--- src/rtl/ext_ram_banked.sv ---
// Banked LDPC message RAM: NUM_BANKS x ROW_DEPTH words, one write and one
// registered read per cycle, write-first bypass, and a hardware clear engine.
//
// Ports:
//   clk, rst            clock, asynchronous active-high reset
//   chip_sel            gates wr_en/rd_en (the clear engine runs regardless)
//   clear               pulse: zero the whole array, one row of all banks per cycle
//   wr_en/addr/data     write port, address = {bank, row}
//   rd_en/addr          read port, address = {bank, row}
//   rd_data, rd_valid   registered read result and its one-cycle strobe
//   busy                clear engine active; all requests are rejected
module ext_ram_banked #(
  parameter int DATA_WIDTH = 8,
  parameter int ROW_BITS   = 6,
  parameter int NUM_BANKS  = 4,
  localparam int BANK_BITS  = $clog2(NUM_BANKS),
  localparam int ADDR_WIDTH = BANK_BITS + ROW_BITS,
  localparam int ROW_DEPTH  = 1 << ROW_BITS
) (
  input  logic                  clk,
  input  logic                  rst,
  input  logic                  chip_sel,
  input  logic                  clear,
  input  logic                  wr_en,
  input  logic [ADDR_WIDTH-1:0] wr_addr,
  input  logic [DATA_WIDTH-1:0] wr_data,
  input  logic                  rd_en,
  input  logic [ADDR_WIDTH-1:0] rd_addr,
  output logic [DATA_WIDTH-1:0] rd_data,
  output logic                  rd_valid,
  output logic                  busy
);

  typedef enum logic {
    S_CLEAR = 1'b0,
    S_IDLE  = 1'b1
  } state_e;

  state_e                state_q, state_d;
  logic [ROW_BITS-1:0]   cnt_q, cnt_d;
  logic [DATA_WIDTH-1:0] rd_data_q, rd_data_d;
  logic                  rd_valid_q, rd_valid_d;

  logic                  acc;
  logic                  wr_acc;
  logic                  rd_acc;
  logic [BANK_BITS-1:0]  wr_bank, rd_bank;
  logic [ROW_BITS-1:0]   wr_row, rd_row;
  logic [DATA_WIDTH-1:0] bank_rd [NUM_BANKS];

  assign busy     = (state_q == S_CLEAR);
  assign acc      = !busy && chip_sel;
  assign wr_acc   = acc && wr_en;
  assign rd_acc   = acc && rd_en;
  assign wr_bank  = wr_addr[ADDR_WIDTH-1:ROW_BITS];
  assign wr_row   = wr_addr[ROW_BITS-1:0];
  assign rd_bank  = rd_addr[ADDR_WIDTH-1:ROW_BITS];
  assign rd_row   = rd_addr[ROW_BITS-1:0];
  assign rd_data  = rd_data_q;
  assign rd_valid = rd_valid_q;

  // Storage is not reset; the clear engine zeroes it row by row, all
  // banks in parallel. User writes cannot collide with it since busy
  // rejects every request.
  for (genvar b = 0; b < NUM_BANKS; b++) begin : g_bank
    logic [DATA_WIDTH-1:0] mem_q [ROW_DEPTH];
    logic                  we;

    assign we         = wr_acc && (wr_bank == BANK_BITS'(b));
    assign bank_rd[b] = mem_q[rd_row];

    always_ff @(posedge clk) begin
      if (busy) begin
        mem_q[cnt_q] <= '0;
      end else if (we) begin
        mem_q[wr_row] <= wr_data;
      end
    end
  end

  always_comb begin
    state_d = state_q;
    cnt_d   = cnt_q;
    unique case (state_q)
      S_CLEAR: begin
        if (clear) begin
          cnt_d = '0;
        end else if (cnt_q == '1) begin
          state_d = S_IDLE;
          cnt_d   = '0;
        end else begin
          cnt_d = cnt_q + ROW_BITS'(1);
        end
      end
      S_IDLE: begin
        if (clear) begin
          state_d = S_CLEAR;
          cnt_d   = '0;
        end
      end
      default: begin
        state_d = S_CLEAR;
        cnt_d   = '0;
      end
    endcase
  end

  // Write-first: a same-cycle write to the read address wins over the
  // array contents, which only update at this same edge.
  always_comb begin
    rd_valid_d = 1'b0;
    rd_data_d  = rd_data_q;
    if (rd_acc) begin
      rd_valid_d = 1'b1;
      if (wr_acc && (wr_addr == rd_addr)) begin
        rd_data_d = wr_data;
      end else begin
        rd_data_d = bank_rd[rd_bank];
      end
    end
  end

  always_ff @(posedge clk or posedge rst) begin
    if (rst) begin
      state_q    <= S_CLEAR;
      cnt_q      <= '0;
      rd_data_q  <= '0;
      rd_valid_q <= 1'b0;
    end else begin
      state_q    <= state_d;
      cnt_q      <= cnt_d;
      rd_data_q  <= rd_data_d;
      rd_valid_q <= rd_valid_d;
    end
  end

endmodule

--- config.mk ---
export PLATFORM = sky130hd
export DESIGN_NAME = ext_ram_banked
export DESIGN_NICKNAME = d
export VERILOG_FILES = /design/src/rtl/ext_ram_banked.sv
export SDC_FILE = /design/constraint.sdc
export NUM_CORES = 2
export LEC_CHECK = 0
export ABC_CLOCK_PERIOD_IN_PS = 2700
export CAP_MARGIN = 40
export CORE_MARGIN = 1.5
export CORE_UTILIZATION = 49
export DETAILED_ROUTE_END_ITERATION = 12
export SYNTH_ARGS = -nofsm -noshare
export SYNTH_HDL_FRONTEND = slang
export SYNTH_SLANG_ARGS = --single-unit
--- constraint.sdc ---
create_clock -name clk -period 2.7 [get_ports clk]
set_input_delay 0.54 -clock clk [delete_from_list [all_inputs] [get_ports clk]]
set_output_delay 0.54 -clock clk [all_outputs]
set_load 0.01 [all_outputs]
==> impl_metrics.ini <==
[status]
status = complete, but fails checks
violations = DRC

[pwr]
p_total_uw = 65100
total_leakage_power_uw = 0.0343
ir_drop_v = 0.000700
pwr_density_cell_mw_per_mm2 = 666

[worst_setup_path]
path_class = input pin to flip-flop
crit_chain = buf_8 -> buf_12 -> buf_4 -> mux4_2 -> a211oi_1 -> o32ai_1 -> nor3_1 -> or4_1 -> o31ai_1
max_stage_delay_ps = 620
critPathTopFamily = compound AO/OA/AOI/OAI gates
critPathRequiredTime_ps = 3420
worstSetupEndpointType = flip-flop
start_kind = input pin
crit_buf_inv = 3
worst-path-max-fanout = 54
arrival_ps = 3410
crit_path_top_delay_cell = a211oi_1

[sta]
tightestPinTransition_ps = 862
slew_headroom = 0.410
layout_setup_ws_ps = 13.8
setup_violations = 0
skew_ps = 19.9
timing.final.crit_period_ps = 2690
hold_viol = 0
clock.fmax_mhz = 372
period_share = 0.995
finalMaxSlewViolations = 0

[clock_tree]
ctsHtreeMaxLevel = 4
clkTransAtPathRegs_ps = 60
cts_buffer_depth = 3
cts_tree = done
clockRootBuffer = clkbuf_16
clkLatencyLatePin_ps = 850
cts_setup_buffers = 0
cts_buffers = 205
clkSinkCount = 2064

[placed_design]
place_ws_ps = -778
place_inst = 6696
io_buffers = 39
place_hpwl_um = 135000
gp_routability_congestion = 0.964

[global_route]
grt_pass1_wl_um = 294000
met3_usage = 0.0486
grt_max_degree = 65
met2_usage = 0.380
grtUsageMet1 = 0.351
antenna_found_initial = 11
grt_pass1_vias = 42374
grt_usage = 0.243
grt_busiest_layer = met2
overflow = 0

[floorplan]
io_pins = 40
die_h_um = 411
num_rows = 149
core-area_mm2 = 0.165
dieArea_mm2 = 0.169
start_util = 0.493
die_w_um = 411

[drt]
avgRoutedWirePerCell_um = 28.6
first_iter_violations = 4396
wl_um = 202000
vias = 41691
drc_errors = 12
antenna_left = 0
routed_via_density = 5.89
detail_route.first_pass.iterations = 10

[logic_synthesis]
synth_cell_type_count = 56
syn_area_mm2 = 0.0814
ys_async_sr_fraction = 0.00775
syn_nets = 3887
syn_area_per_cell_um2 = 21.1
ys_seq_area_frac = 0.760
synthCells = 3856
yosysWarnings = 0
synth_edf_count = 2048
ys.flop_type = edfxtp_1
ys_seq_elements = 2064

[run]
cap_viol_max_count = 0

[final_layout]
fin_nets = 4746
fin_cells = 7078
syn2layout_area_growth_pct = 20.0
drive_gt1_frac = 0.354

[worst_hold_path]
hold_path_class = input pin to async pin
## cell usage after synthesis, types with 2 or more instances
cell       instances  area, µm²
nor4_1            16        100
a21oi_1           49        245
xor2_1             9       78.8
mux2i_1          127       1270
buf_12             4       80.1
mux2_2            41        462
o21ai_1            9       45.0
dfrtp_1           16        400
o21ai_0           40        200
a211oi_1          36        270
o22ai_1           23        144
nand4b_1           6       52.6
nand4_1            3       18.8
nand3b_1           6       45.0
buf_4             31        233
buf_1             14       52.6
o211ai_1           3       22.5
clkbuf_1          72        270
nand3_1           23        115
inv_1              8       30.0
nor2_1           299       1120
a31oi_1            6       37.5
o31ai_1           11       82.6
and3_1            17        106
or4_1              2       15.0
a22oi_1           50        375
a2111oi_0          6       52.6
mux4_2           530      11900
buf_6             33        372
clkbuf_4           2       15.0
nor3_1            36        180
nor2b_1           20        125
nand2b_1          11       68.8
buf_2             47        235
nand2_1          119        447
or3_1              7       43.8
o21a_1             3       22.5
edfxtp_1        2048      61500
a22o_1             7       61.3
and2_1            45        282
a221oi_1           6       52.6
## sequential cells by signal (all words and copies together) (netlist names)
signal        flops
cnt_q             6
g_bank.mem_q   2048
rd_data           8
rd_valid          1
state_q           1
## repair_timing
action | CTS | global route
pin swaps | 0 | 1
gates resized for setup | 12 | 20
hold buffers | 0 | 0
cloned | 0 | 0
endpoints found under the setup margin | 786 | 1224
## cells by family (layout without fill, tap and decap cells)
logic type | count (synthesis) | count (layout) | share of synthesized area
DFF | 2064 | 2064 | 0.760
muxes | 698 | 698 | 0.168
and+or+nand+nor | 614 | 614 | 0.0338
AOI/OAI and AO/OA | 257 | 257 | 0.0208
buffers and inverters | 212 | 1244 | 0.0160
xor gates and xnor gates | 10 | 10 | 0.00108
adders and majority gates | 1 | 1 | 0.000154
other | 0 | 1 | 0
## layer usage
layer,vias up,wire length [µm]
met2,1587,96200
met4,8,5270
met1,21999,84800
met3,306,16200
li1,17791,-
met5,-,45
## worst reg2reg max path: cells and delay by family (launching register included)
kind | cells | cell delay, ps
AND/OR/NAND/NOR | 3 | 920
AO/OA/AOI/OAI | 3 | 830
multiplexers | 1 | 470
flip-flops | 1 | 360
## through the flow
stage                     setup TNS, ps   util  hold WS (ps)  area, µm²
after floorplan                       0      -           454      81400
after global placement         -1084540  0.552           641      91100
after detailed placement       -1090880  0.553           631      91200
after CTS                             0  0.592          9.77      97600
after global routing              -2.28  0.592          50.6      97700
final                                 0  0.592          58.1      97700
## cell usage in the layout, fill, tap and decap left out, types with 35 or more instances in the layout
master / instances
edfxtp_1: 2048
buf_4: 672
mux4_2: 530
nor2_1: 287
clkbuf_16: 209
buf_12: 136
mux2i_1: 127
nand2_1: 118
clkinv_1: 53
a22oi_1: 50
a21oi_1: 48
clkbuf_1: 47
mux2_2: 41
o21ai_0: 36
a211oi_1: 36
nor3_1: 35
## layout make-up
cell class | instances | area (µm²)
Clock buffer | 263 | 5500
Multi-Input combinational cell | 1580 | 18300
Fill cell | 11954 | 67300
Sequential cell | 2064 | 61900
Tap cell | 2189 | 2740
Antenna cell | 1 | 2.50
Timing Repair Buffer | 856 | 8230
Inverter | 8 | 30.0
Clock inverter | 117 | 948
## worst paths after layout
check / from / to / slack (ps) / depth (start not counted)
worst min-delay path: rst / rd_valid / 60 / 3
max in group asynchronous: rst / state_q / 2350 / 3
min in group clk: clear / cnt_q[0] / 520 / 2
worst max register to register: g_bank[0].mem_q[31][7] / rd_data[7] / 20 / 7
worst max-delay path: rd_addr[1] / rd_data[7] / 10 / 9
worst min register to register: rd_data[4] / rd_data[4] / 670 / 2
## power breakdown
part | switching (µW) | total, µW | internal, µW | leakage (µW)
Sequential | 42.3 | 34900 | 34900 | 0.0210
Combinational | 1520 | 2730 | 1210 | 0.0102
Clock | 11900 | 27400 | 15500 | 0.00315
(Power assumes the default switching activity.)
